<file path="src/rtl/count_monitor.sv">
// rtl/count_monitor.sv - passive observer classifying 4-bit counter changes as step/wrap/hold/jump
// Optional jump classification is compiled in with COUNT_MONITOR_JUMP_EN.
module count_monitor #(
    parameter int STALL_LEN = 8,
    parameter int CNT_W     = 8
) (
    input  logic             clk,
    input  logic             rst_n,
    input  logic [3:0]       cnt_in,
    input  logic             cnt_vld,
    input  logic             clr_stats,
    input  logic [3:0]       match_val,
    input  logic             match_en,
    output logic             step_pulse,
    output logic             wrap_pulse,
    output logic             jump_pulse,
    output logic             match_pulse,
    output logic             stall_flag,
    output logic [CNT_W-1:0] wrap_cnt,
    output logic [CNT_W-1:0] jump_cnt,
    output logic [3:0]       last_val
);

    localparam int RUN_W = $clog2(STALL_LEN + 1);
    localparam logic [RUN_W-1:0] RUN_MAX = RUN_W'(STALL_LEN);

    typedef enum logic [1:0] {
        S_EMPTY,
        S_TRACK,
        S_STALL
    } state_t;

    state_t           state_q, state_d;
    logic [RUN_W-1:0] run_q, run_d;
    logic [3:0]       last_q, last_d;
    logic [CNT_W-1:0] wrap_cnt_q, wrap_cnt_d;
    logic             step_q, step_d;
    logic             wrap_q, wrap_d;
    logic             match_q, match_d;
    logic             stall_q, stall_d;
    logic             jump_d;
    logic             jump_cnt_inc;

    logic [3:0] next_exp;
    logic       is_step;
    logic       is_hold;

    assign next_exp = last_q + 4'd1;
    assign is_step  = (cnt_in == next_exp);
    assign is_hold  = (cnt_in == last_q);

    always_comb begin
        state_d      = state_q;
        run_d        = run_q;
        last_d       = last_q;
        wrap_cnt_d   = wrap_cnt_q;
        step_d       = 1'b0;
        wrap_d       = 1'b0;
        match_d      = 1'b0;
        jump_d       = 1'b0;
        jump_cnt_inc = 1'b0;

        if (clr_stats) begin
            // Statistics and tracking restart; last_val intentionally survives.
            state_d    = S_EMPTY;
            run_d      = '0;
            wrap_cnt_d = '0;
        end else if (cnt_vld) begin
            match_d = match_en && (cnt_in == match_val);
            last_d  = cnt_in;
            if (state_q == S_EMPTY) begin
                state_d = S_TRACK;
                run_d   = '0;
            end else if (is_hold) begin
                if (run_q != RUN_MAX) begin
                    run_d = run_q + 1'b1;
                end
                if (run_d == RUN_MAX) begin
                    state_d = S_STALL;
                end
            end else begin
                run_d   = '0;
                state_d = S_TRACK;
                if (is_step) begin
                    step_d = 1'b1;
                    if (last_q == 4'd15) begin
                        wrap_d = 1'b1;
                        if (wrap_cnt_q != {CNT_W{1'b1}}) begin
                            wrap_cnt_d = wrap_cnt_q + 1'b1;
                        end
                    end
                end else begin
                    jump_d       = 1'b1;
                    jump_cnt_inc = 1'b1;
                end
            end
        end
        stall_d = (state_d == S_STALL);
    end

    always_ff @(posedge clk or negedge rst_n) begin
        if (!rst_n) begin
            state_q    <= S_EMPTY;
            run_q      <= '0;
            last_q     <= '0;
            wrap_cnt_q <= '0;
            step_q     <= 1'b0;
            wrap_q     <= 1'b0;
            match_q    <= 1'b0;
            stall_q    <= 1'b0;
        end else begin
            state_q    <= state_d;
            run_q      <= run_d;
            last_q     <= last_d;
            wrap_cnt_q <= wrap_cnt_d;
            step_q     <= step_d;
            wrap_q     <= wrap_d;
            match_q    <= match_d;
            stall_q    <= stall_d;
        end
    end

`ifdef COUNT_MONITOR_JUMP_EN
    logic             jump_q;
    logic [CNT_W-1:0] jump_cnt_q;

    always_ff @(posedge clk or negedge rst_n) begin
        if (!rst_n) begin
            jump_q     <= 1'b0;
            jump_cnt_q <= '0;
        end else begin
            jump_q <= jump_d;
            if (clr_stats) begin
                jump_cnt_q <= '0;
            end else if (jump_cnt_inc && (jump_cnt_q != {CNT_W{1'b1}})) begin
                jump_cnt_q <= jump_cnt_q + 1'b1;
            end
        end
    end

    assign jump_pulse = jump_q;
    assign jump_cnt   = jump_cnt_q;
`else
    // Jump detection still drives the hold-run/stall exit above; only its outputs vanish.
    logic unused_jump;
    assign unused_jump = jump_d | jump_cnt_inc;
    assign jump_pulse  = 1'b0;
    assign jump_cnt    = '0;
`endif

    assign step_pulse  = step_q;
    assign wrap_pulse  = wrap_q;
    assign match_pulse = match_q;
    assign stall_flag  = stall_q;
    assign wrap_cnt    = wrap_cnt_q;
    assign last_val    = last_q;

endmodule

</file>
<file path="config.mk">
export PLATFORM = sky130hd
export DESIGN_NAME = count_monitor
export DESIGN_NICKNAME = d
export VERILOG_FILES = /design/src/rtl/count_monitor.sv
export SDC_FILE = /design/constraint.sdc
export NUM_CORES = 1
export LEC_CHECK = 0
export ABC_AREA = 1
export CAP_MARGIN = 20
export CORE_ASPECT_RATIO = 0.7
export CORE_MARGIN = 4
export CORE_UTILIZATION = 44
export CTS_CLUSTER_DIAMETER = 100
export DETAILED_ROUTE_END_ITERATION = 12
export HOLD_SLACK_MARGIN = 0.03
export PLACE_DENSITY = 0.76
export SYNTH_ARGS = -nofsm -noshare
export SYNTH_HDL_FRONTEND = slang
export SYNTH_SLANG_ARGS = --single-unit
</file>
<file path="constraint.sdc">
create_clock -name clk -period 1.4 [get_ports clk]
set_clock_uncertainty 0.05 [all_clocks]
set_input_delay 0.21 -clock clk [delete_from_list [all_inputs] [get_ports clk]]
set_output_delay 0.21 -clock clk [all_outputs]
set_load 0.02 [all_outputs]
</file>
Word-level counts from Yosys, hierarchy flattened:

Cells that the tools add are included.

* bits in registers: 22
* input bits: 13
* output and inout bits: 25
* word-level logic and storage cells: 64

* add/sub/neg operators: 3
* eq/ne operators: 10
* muxes and demuxes: 34
* bitwise gates (word level): 1
* reduce and logical (&&, ||, !) cells: 8

Operator list (count)
* two-way mux 8 bit: 7
* two-way mux 4 bit: 9
* two-way mux 1 bit: 13
* equality test 4 bit: 3
* two-way mux 2 bit: 5
* adder 4 x 1 -> 4 bit, second input constant: 2
* adder 8 x 1 -> 8 bit, second input constant: 1
* equality test 4 bit, second input constant: 2
* != test 8 bit, second input constant: 1
* nonzero test 2 bit: 4
* AND reduction 6 bit: 1
* != test 2 bit, second input constant: 2
* != test 4 bit, second input constant: 1
* equality test 2 bit, second input constant: 1
* logical NOT 2 bit: 1
* AND reduction 2 bit: 1
* logical AND 1 bit: 1
* inverter 1 bit: 1

Depth between registers and ports, before layout:

Gate-level depths: netlist (run 1).

* depth after elaboration: 13
* depth in mapped cells: 11
* depth with buffers taken out: 11

Least setup slack after synthesis (run 1):

No wires, ideal clock.

* kind: reg-to-reg
* start point: reg last_q[0] (netlist: last_val[0])
* end point: reg wrap_cnt_q[0] (netlist: wrap_cnt[0])
* data arrival time: 1481 ps
* setup slack: -196 ps
* stages on the path, launching flop included: 8
* buffers on the path: 0
* clock period less this slack: 1596 ps
* path through: dfrtp_1 -> ha_1 -> xnor2_1 -> and2_1 -> nand3_4 -> nor2_4 -> nand3_1 -> nand2_1

* cells in the longest elaborated chain, start to end: 4
* elaborated cells between the ends (all ways): 8
* classes of those cells: add/sub: 1; eq/ne: 4; reduce/logical: 3

RTL lines
* start, declared: RTL line 35 `logic [3:0] last_q, last_d;`
* start signal, assigned: RTL line 114 `last_q <= last_d;`
* adder 4 x 1 -> 4 bit: RTL line 48 `assign next_exp = last_q + 4'd1;`
* equality test 4 bit: RTL line 49 `assign is_step = (cnt_in == next_exp);`
* nonzero test 2 bit (no source line)
* AND reduction 6 bit (no source line) *
* end signal, assigned: RTL line 115 `wrap_cnt_q <= wrap_cnt_d;`
* end, declared: RTL line 36 `logic [CNT_W-1:0] wrap_cnt_q, wrap_cnt_d;`

Mark *: on every way between the ends. The rest lies on a longest branch, timed or not.
A chain may end at the register's enable or synchronous reset.

Final worst setup path (run 1):

* start point: reg last_q[0] (netlist: last_val[0])
* end point: reg wrap_cnt_q[4] (netlist: wrap_cnt[4])

Same word-level chain as after synthesis.

==> reports/metrics.yaml, run 1 <==
wl_um: 3792
wl_per_cell_um: 12.64
yosys_most_used_dff: "dfrtp_1"
finalNonFillerCells: 300
synth_top_family_by_area: "simple AND/OR/NAND/NOR gates"
drt_iter0_drc: 104
dp_cells: 287
critPathBufInv: 1
hpwl_um: 2588
startpoint_type: "register"
worstPathRequired_ns: 1.56
rr_endpoint: "wrap_cnt[4]"
setup_viol: 17
grt_pass1_vias: 1327
synth_cell_types: 29
fin_ws_ns: -0.1582
cts_max_level: 1
avgSynthCellArea_um2: 7.294
clk_pin_slew_ns: 0.08
hp-class: "in2reg"
clock_latency_ns: 0.27
grt_max_degree: 23
dr.pass1.iters: 4
grt_usage: 0.1661
finalCritPeriodShare: 1.113
antenna_found_initial: 0
diodes: 0
tns_ns: -1.950
start_util: 0.4603
rows: 17
die_w_um: 76.83
holdPathEnd: "last_val[3]"
p_per_area_mw_per_mm2: 697.7
report.final.slew_viol_count: 0
synthCells: 200
io_buffers: 28
synth-adder-area-share: 0.03431
synth_seq_cells: 22
worstHoldPathCells: 3
root_buffer: "clkbuf_8"
synth_seq_area_share: 0.3774
clkPwrFrac: 0.292
switching_share: 0.2906
r2r-start: "last_val[0]"
drive_gt1_frac: 0.3550
num_vias: 1456
arrival_ns: 1.72
ir_drop_mv: 0.4596
area.growth.synth_to_final_pct: 53.35
worstPathCellList: "ha_4 > xnor2_2 > and2_4 > nand3_4 > nor2_4 > buf_12 > nand3_2 > nand2_1"
path_delay_family: "simple AND/OR/NAND/NOR gates"
fp.coreArea_mm2: 0.003169
clkSinkCount: 22
finalCriticalPeriod_ns: 1.558
holdBufCountCts: 0
numCtsBuffers: 3
crit_slowest_cell: "dfrtp_2"
place.gp.congestion: 0.8332
combPwrFrac: 0.274
synth_xor_area_frac: 0.02401
power_leakage_nw: 1.195
rsz0062_at_grt: "true"
power_mw: 1.561
cts_tree: "yes"
synth-edff-count: 0
status: "finished, violations left"
r2r_cells: 8
antenna_left: 0
drc: 0
min_from: "cnt_in[3]"
crit_type: "reg2reg"
synth_area_mm2: 0.001459
p_int_mw: 1.107
yosys.area_share.simple: 0.3645
failed_checks: "negative setup slack"
yosysWarnings: 0
crit_path_end_kind: "register"
synth_mux_area_frac: 0
cp_max_fo: 8
sequentialPowerShare: 0.433
fp.dieH_um: 56.18
maxCapViolations: 0
max_stage_delay_ns: 0.44
synth_compound_area_frac: 0.06432
fin_nets: 280
grt_pass1_wl_um: 5885
clk_path_buf_depth: 2
power.switching_uw: 453.6
rrSetupSlack_ns: -0.16
die-area_mm2: 0.004316
fmax_mhz: 641.8
vias_per_cell: 4.853
grt-ovfl-total: 0
hold_viol: 0
ioPinCount: 38
async_flop_share: 1.000
==> cells by family (layout without fill, tap and decap cells) <==
kind of cell             Yosys count  after routing
buffers and inverters             42             96
other                              1              9
AND/OR/NAND/NOR                  110            110
XOR/XNOR                           4              4
adder cells (fa/ha/maj)            4              4
AO/OA/AOI/OAI                     17             17
flip-flops                        22             22
==> layout by cell type (no fill, tap or decap), drive strengths merged, types with 9 or more instances in the layout <==
master         netlist  layout
buf                 11      33
clkdlybuf4s50        0       9
conb                 1       9
dfrtp               22      22
dlygate4sd2          0      12
inv                 31      31
nand2               51      51
nand3               30      30
nor2                18      18
o21ai               12      12
==> stage by stage <==
step	worst slack (ns)	instance area, um^2	hold WS (ns)	util
2_1_floorplan	-0.1100	1504	-0.1356	-
3_3_place_gp	-0.2858	1947	0.5073	0.6143
3_5_place_dp	-0.3199	1947	0.5112	0.6143
4_1_cts	-0.1922	2048	0.2368	0.6463
5_1_grt	-0.2441	2237	0.2364	0.7059
6_report	-0.1582	2237	0.1936	0.7059
==> cells in the mapped netlist (2+ instances only) <==
cell       instances  area [um^2]
buf_4              9        67.56
nand3_1           28        140.1
or2_2              2        12.51
nand2_1           47        176.4
dfrtp_1           22        550.5
inv_2              3        11.26
nor2_2             2        12.51
nor2_1            14        52.55
ha_1               4        50.05
xor2_1             3        26.28
a21oi_1            2        10.01
nor2_4             2        22.52
inv_1             28        105.1
o2111ai_1          2        17.52
buf_2              2        10.01
nor3_1             3        15.01
o21ai_1            2        10.01
nand4_1            3        18.77
o21ai_0           10        50.05
nand2_2            3        18.77
==> layer usage <==
layer | vias up | GRT usage | wire length (um)
met2 | 28 | 0.2481 | 1807
met5 | - | 0 | 0
li1 | 743 | - | -
met1 | 676 | 0.2412 | 1749
met4 | 0 | 0.04134 | 65
met3 | 9 | 0.03722 | 169
==> state kept, by name, summed over array words and instances, names as in the netlist <==
signal	flops
wrap_cnt	8
last_val	4
run_q	4
state_q	2
match_pulse	1
stall_flag	1
step_pulse	1
wrap_pulse	1
==> worst max-delay path by stage <==
stage | start | slack (ns) | cells past startpoint | end
6_report | last_val[0] | -0.16 | 8 | wrap_cnt[4]
5_1_grt | last_val[0] | -0.24 | 10 | run_q[3]
4_1_cts | last_val[0] | -0.19 | 7 | wrap_cnt[5]
3_5_place_dp | cnt_in[1] | -0.32 | 9 | wrap_cnt[6]
3_3_place_gp | cnt_in[1] | -0.29 | 7 | wrap_cnt[2]
2_1_floorplan | last_val[0] | -0.11 | 8 | wrap_cnt[3]
==> power by group through the flow <==
stage | Clock [mW] | Sequential (mW) | Combinational [mW]
2_1_floorplan | 0 | 0.710 | 0.187
4_1_cts | 0.468 | 0.675 | 0.387
5_1_grt | 0.492 | 0.680 | 0.463
3_5_place_dp | 0 | 0.688 | 0.362
3_3_place_gp | 0 | 0.688 | 0.356
6_report | 0.456 | 0.677 | 0.428
==> layout make-up <==
type,count,area (um^2)
clock buffers,4,55.05
fillers,242,932.1
inverters,31,116.4
multi-input cells,144,899.6
flip-flops and latches,22,553.0
well taps,38,47.55
repair buffers,61,565.5
==> worst reg2reg max path: stages, from the launching register on <==
cell     delay, ns
dfrtp_2       0.44
ha_4          0.28
xnor2_2       0.10
and2_4        0.17
nand3_4       0.08
nor2_4        0.12
buf_12        0.14
nand3_2       0.07
nand2_1       0.05
==> timing repair <==
action	CTS	global route
resized for setup	32	41
setup endpoints to repair	33	20
buffers inserted	4	6
pin swaps	8	29
No activity file was read; power rests on OpenSTA's default activity.
==> run 2, diff against run 1 <==
--- a/config.mk
+++ b/config.mk
@@ -12,8 +12,10 @@
 export CORE_UTILIZATION = 44
 export CTS_CLUSTER_DIAMETER = 100
 export DETAILED_ROUTE_END_ITERATION = 12
+export GPL_TIMING_DRIVEN = 0
 export HOLD_SLACK_MARGIN = 0.03
-export PLACE_DENSITY = 0.76
+export MAX_ROUTING_LAYER = met4
+export PLACE_DENSITY = 0.81
 export SYNTH_ARGS = -nofsm -noshare
 export SYNTH_HDL_FRONTEND = slang
 export SYNTH_SLANG_ARGS = --single-unit
==> run 2 against run 1 <==
Net effect: the flow still finishes with violations (negative setup slack); final cell count fell by 3.3%; via count is 0.62% lower; sequential share of layout area increased by 0.71 points; register-to-register slack got worse by 0.06 ns; combinational power down 5.4%; clock power increased by 28%; flip-flop and latch count did not move; first-iteration DRC count down 38%; wire length fell by 0.79%; fmax shrank 3.5%.
==> reports/metrics.yaml, run 2 (synthesis gave the netlist of run 1 again) <==
die_w_um: 76.83
largest_reg_flops: 8
crit_path_end_kind: "register"
power.switching_uw: 460.8
io_buffers: 28
grt_pass1_vias: 1260
finalCriticalPeriod_ns: 1.615
worst_hold_slack_ns: 0.1229
area.growth.synth_to_final_pct: 49.74
diodes: 0
clk_path_buf_depth: 2
critPathBufInv: 2
fmax_mhz: 619.3
crit_type: "reg2reg"
worstPathRequired_ns: 1.53
path_delay_family: "flip-flops"
vias_per_cell: 4.990
p_per_area_mw_per_mm2: 767.4
crit_top_cell: "buf_4"
holdBufCountCts: 0
rsz0062_at_grt: "true"
fillers: 245
sequentialPowerShare: 0.410
tns_ns: -2.284
drive_gt1_frac: 0.3294
rows: 17
final_common_cell: "nand2_1"
die-area_mm2: 0.004316
layout_common_cells: "42 x nand2_1, 24 x inv_1, 19 x buf_4"
grt_max_degree: 23
fp.coreArea_mm2: 0.003169
num_vias: 1447
clkPwrFrac: 0.349
drc: 0
cts_max_level: 1
wl_per_cell_um: 12.97
place_ws_ns: -0.3265
combPwrFrac: 0.242
report.final.slew_viol_count: 0
hpwl_um: 2425
ir_drop_mv: 0.6225
grt_usage: 0.1606
crit_slowest_cell: "dfrtp_2"
drt_iter0_drc: 65
grt-ovfl-total: 0
start_util: 0.4603
switching_share: 0.2749
clkSinkCount: 22
grt_pass1_wl_um: 5561
wl_um: 3762
arrival_ns: 1.75
fin_nets: 270
hp-class: "in2async"
fin_ws_ns: -0.2148
setup_viol: 16
antenna_found_initial: 0
power_leakage_nw: 1.156
ioPinCount: 38
worstPathCellList: "ha_4 > xnor2_2 > and2_4 > nand3_4 > buf_4 > buf_4 > nor3_2"
clk_pin_slew_ns: 0.08
finalCritPeriodShare: 1.153
failed_checks: "negative setup slack"
antenna_left: 0
maxCapViolations: 0
p_int_mw: 1.216
cp_max_fo: 4
multi_input_area_um2: 924.6
fp.dieH_um: 56.18
fin_util: 0.6893
status: "finished, violations left"
dr.pass1.iters: 4
root_buffer: "clkbuf_8"
max_stage_delay_ns: 0.45
place.gp.congestion: 0.7994
numCtsBuffers: 3
clock_latency_ns: 0.26
startpoint_type: "register"
cts_tree: "yes"
layout.area.seq_um2: 555.5
hold_viol: 0
run 2: metrics by stage:
step | instance area, um^2 | cells | power, mW
final | 2185 | 290 | 1.676
after global routing | 2185 | 290 | 1.754
after CTS | 1982 | 284 | 1.631
after global placement | 1832 | 274 | 1.009
after detailed placement | 1832 | 274 | 1.013
after floorplan | 1504 | 208 | 0.8963
run 2: what timing repair did:
action | CTS | global route
endpoints found under the setup margin | 28 | 19
pin swaps | 14 | 26
setup buffers | 6 | 5
gates cloned | 0 | 0
resized for setup | 34 | 40
run 2: cell type report:
class	instances	area share
inverters	31	0.05326
clock buffers	3	0.01890
multi-input cells	144	0.4233
flip-flops and latches	22	0.2543
plain buffers	11	0.03666
repair buffers	40	0.1781
clock inverters	1	0.01375
well taps	38	0.02176
run 2: worst paths after layout:
check | from | slack, ns | endpoint | cells after the start
setup / recovery | last_val[0] | -0.21 | wrap_pulse | 7
min in group clk | cnt_in[2] | 0.20 | last_val[2] | 3
max in group asynchronous | rst_n | 0.80 | last_val[2] | 2
hold reg to reg | run_q[1] | 0.52 | run_q[1] | 2
setup reg to reg | last_val[0] | -0.21 | wrap_pulse | 7
hold / removal | rst_n | 0.12 | last_val[1] | 1
run 2: power groups by stage:
stage / combinational, mW / clock, mW / sequential [mW]
6_report: 0.405 / 0.584 / 0.687
5_1_grt: 0.439 / 0.625 / 0.689
4_1_cts: 0.354 / 0.598 / 0.679
3_5_place_dp: 0.318 / 0 / 0.695
3_3_place_gp: 0.315 / 0 / 0.694
2_1_floorplan: 0.187 / 0 / 0.710
run 2: per-layer routing:
layer | global-route usage | wire length [um] | up-vias
li1 | - | - | 729
met1 | 0.2144 | 1719 | 668
met2 | 0.2568 | 1835 | 48
met3 | 0.02913 | 179 | 2
met4 | 0.03101 | 27 | 0
met5 | - | 0 | -
==> run 3, diff against run 2 <==
--- a/config.mk
+++ b/config.mk
@@ -9,13 +9,14 @@
 export CAP_MARGIN = 20
 export CORE_ASPECT_RATIO = 0.7
 export CORE_MARGIN = 4
-export CORE_UTILIZATION = 44
+export CORE_UTILIZATION = 45
 export CTS_CLUSTER_DIAMETER = 100
 export DETAILED_ROUTE_END_ITERATION = 12
+export DONT_BUFFER_PORTS = 1
 export GPL_TIMING_DRIVEN = 0
 export HOLD_SLACK_MARGIN = 0.03
 export MAX_ROUTING_LAYER = met4
-export PLACE_DENSITY = 0.81
+export PLACE_DENSITY = 0.67
 export SYNTH_ARGS = -nofsm -noshare
 export SYNTH_HDL_FRONTEND = slang
 export SYNTH_SLANG_ARGS = --single-unit
==> run 3 against run 2 <==
Net effect: the flow still finishes with violations (negative setup slack); flip-flop and latch count did not move; cell area shrank 14%; power is 12% lower; hold slack got worse by 0.049 ns; clock-buffer cell count grew 1; first-iteration DRC count increased by 140%; critical endpoint is now wrap_cnt[3].
==> reports/metrics.yaml, run 3 (synthesis gave the netlist of run 1 again) <==
status: "finished, violations left"
failed_checks: "negative setup slack"
numCtsBuffers: 3
fin_nets: 244
start_util: 0.4957
hpwl_um: 2624
worstHoldPathCells: 3
fillers: 251
fp.dieH_um: 55.64
diodes: 0
hp-class: "in2reg"
hold_viol: 0
finalCriticalPeriod_ns: 1.632
io_buffers: 0
slew_headroom: 0.6721
ioPinCount: 38
cts_tree: "yes"
report.final.slew_viol_count: 0
fp.coreArea_mm2: 0.002943
antenna_left: 0
grt-ovfl-total: 0
layout_common_cells: "40 x nand2_1, 23 x inv_1, 19 x nand3_1"
rsz0062_at_grt: "true"
startpoint_type: "register"
r2r_cells: 8
vias_per_cell: 5.298
holdPathEnd: "run_q[3]"
r2r-start: "last_val[0]"
rows: 16
drc: 0
clock_latency_ns: 0.26
dr.pass1.iters: 4
grt_pass1_vias: 1326
antenna_found_initial: 0
rr_endpoint: "wrap_cnt[3]"
largest_reg_flops: 8
drive_gt1_frac: 0.3319
clk_pin_slew_ns: 0.08
num_vias: 1388
cp_max_fo: 8
fin_ws_ns: -0.2321
drt_iter0_drc: 156
place.gp.congestion: 0.7705
maxCapViolations: 0
wl_um: 3681
grt_usage: 0.1799
crit_type: "reg2reg"
ir_drop_mv: 0.4401
dpl-instance-area_mm2: 0.001549
finalCritPeriodShare: 1.166
setup_viol: 17
power_leakage_nw: 0.9540
p_per_area_mw_per_mm2: 785.8
fmax_mhz: 612.7
grt_pass1_wl_um: 6127
clk_path_buf_depth: 2
area.growth.synth_to_final_pct: 28.64
die_w_um: 76.06
tightest_slew_ns: 0.4866
fin_util: 0.6378
crit_path_end_kind: "register"
grt_max_degree: 23
wl_per_cell_um: 14.05
cts_max_level: 1
root_buffer: "clkbuf_8"
final_area_mm2: 0.001877
min_from: "clr_stats"
die-area_mm2: 0.004232
clkSinkCount: 22
final_common_cell: "nand2_1"
rrSetupSlack_ns: -0.23
arrival_ns: 1.79
worstPathRequired_ns: 1.56
-- run 3: cell count changes in the layout (fill, tap and decap cells not counted), sizes merged --
cell	delta
buf	-4
bufinv	-1
clkdlybuf4s15	-1
clkdlybuf4s50	-10
dlygate4sd2	-14
dlygate4sd3	+6
dlymetal6s2s	-2
-- run 3: routing by layer --
metal / global-route usage / part of all wire
met3: 0.08414 / 0.12
met4: 0.04489 / 0.0057
met2: 0.2720 / 0.47
met5: - / 0
met1: 0.2179 / 0.41
-- run 3: cell type report --
cell class / count / area (um^2) / area share
Multi-Input combinational cell: 144 / 868.3 / 0.4627
Buffer: 11 / 77.57 / 0.04133
Sequential cell: 22 / 558.0 / 0.2973
Clock buffer: 4 / 55.05 / 0.02933
Timing Repair Buffer: 14 / 156.4 / 0.08333
Tap cell: 36 / 45.04 / 0.02400
Inverter: 31 / 116.4 / 0.06200
-- run 3: worst max-delay path, cell delays in order (launching register included) --
cell	delay [ns]
dfrtp_2	0.50
ha_4	0.30
xnor2_1	0.10
and2_4	0.16
nand3_4	0.08
nor2_4	0.11
buf_12	0.14
nand3_2	0.06
nand2_2	0.07
-- run 3: worst max-delay path by stage --
stage	startpoint	end	slack (ns)	cells past startpoint
3_5_place_dp	wrap_cnt[0]	wrap_cnt[3]	-0.29	9
6_report	last_val[0]	wrap_cnt[3]	-0.23	8
4_1_cts	last_val[0]	wrap_cnt[3]	-0.26	8
5_1_grt	last_val[0]	wrap_cnt[1]	-0.31	8
3_3_place_gp	wrap_cnt[0]	wrap_cnt[7]	-0.24	8
2_1_floorplan	last_val[0]	wrap_cnt[3]	-0.11	8
-- run 3: through the flow --
| stage | setup WS [ns] | total power, mW | std cells | hold slack, ns | TNS (ns) |
|---|---|---|---|---|---|
| 2_1_floorplan | -0.1100 | 0.8963 | 208 | -0.1356 | -0.8763 |
| 3_3_place_gp | -0.2370 | 0.9240 | 244 | -0.1350 | -2.153 |
| 3_5_place_dp | -0.2931 | 0.9362 | 244 | -0.1349 | -3.035 |
| 4_1_cts | -0.2594 | 1.468 | 260 | 0.06561 | -2.645 |
| 5_1_grt | -0.3132 | 1.555 | 262 | 0.07800 | -4.103 |
| 6_report | -0.2321 | 1.475 | 262 | 0.07342 | -2.600 |
-- run 3: power breakdown --
group	internal (mW)	switching, mW	leakage, nW	total [mW]
Combinational	0.128	0.175	0.634	0.303
Clock	0.251	0.209	0.0288	0.460
Sequential	0.657	0.0552	0.291	0.712
Total	1.04	0.439	0.954	1.47
-- run 3: what timing repair did --
item                                    CTS  global route
pin swaps                                15             9
endpoints found under the hold margin    27             0
resized for setup                        30            11
setup buffers                             6             1
hold buffers                              6             0
endpoints found under the setup margin   17            17
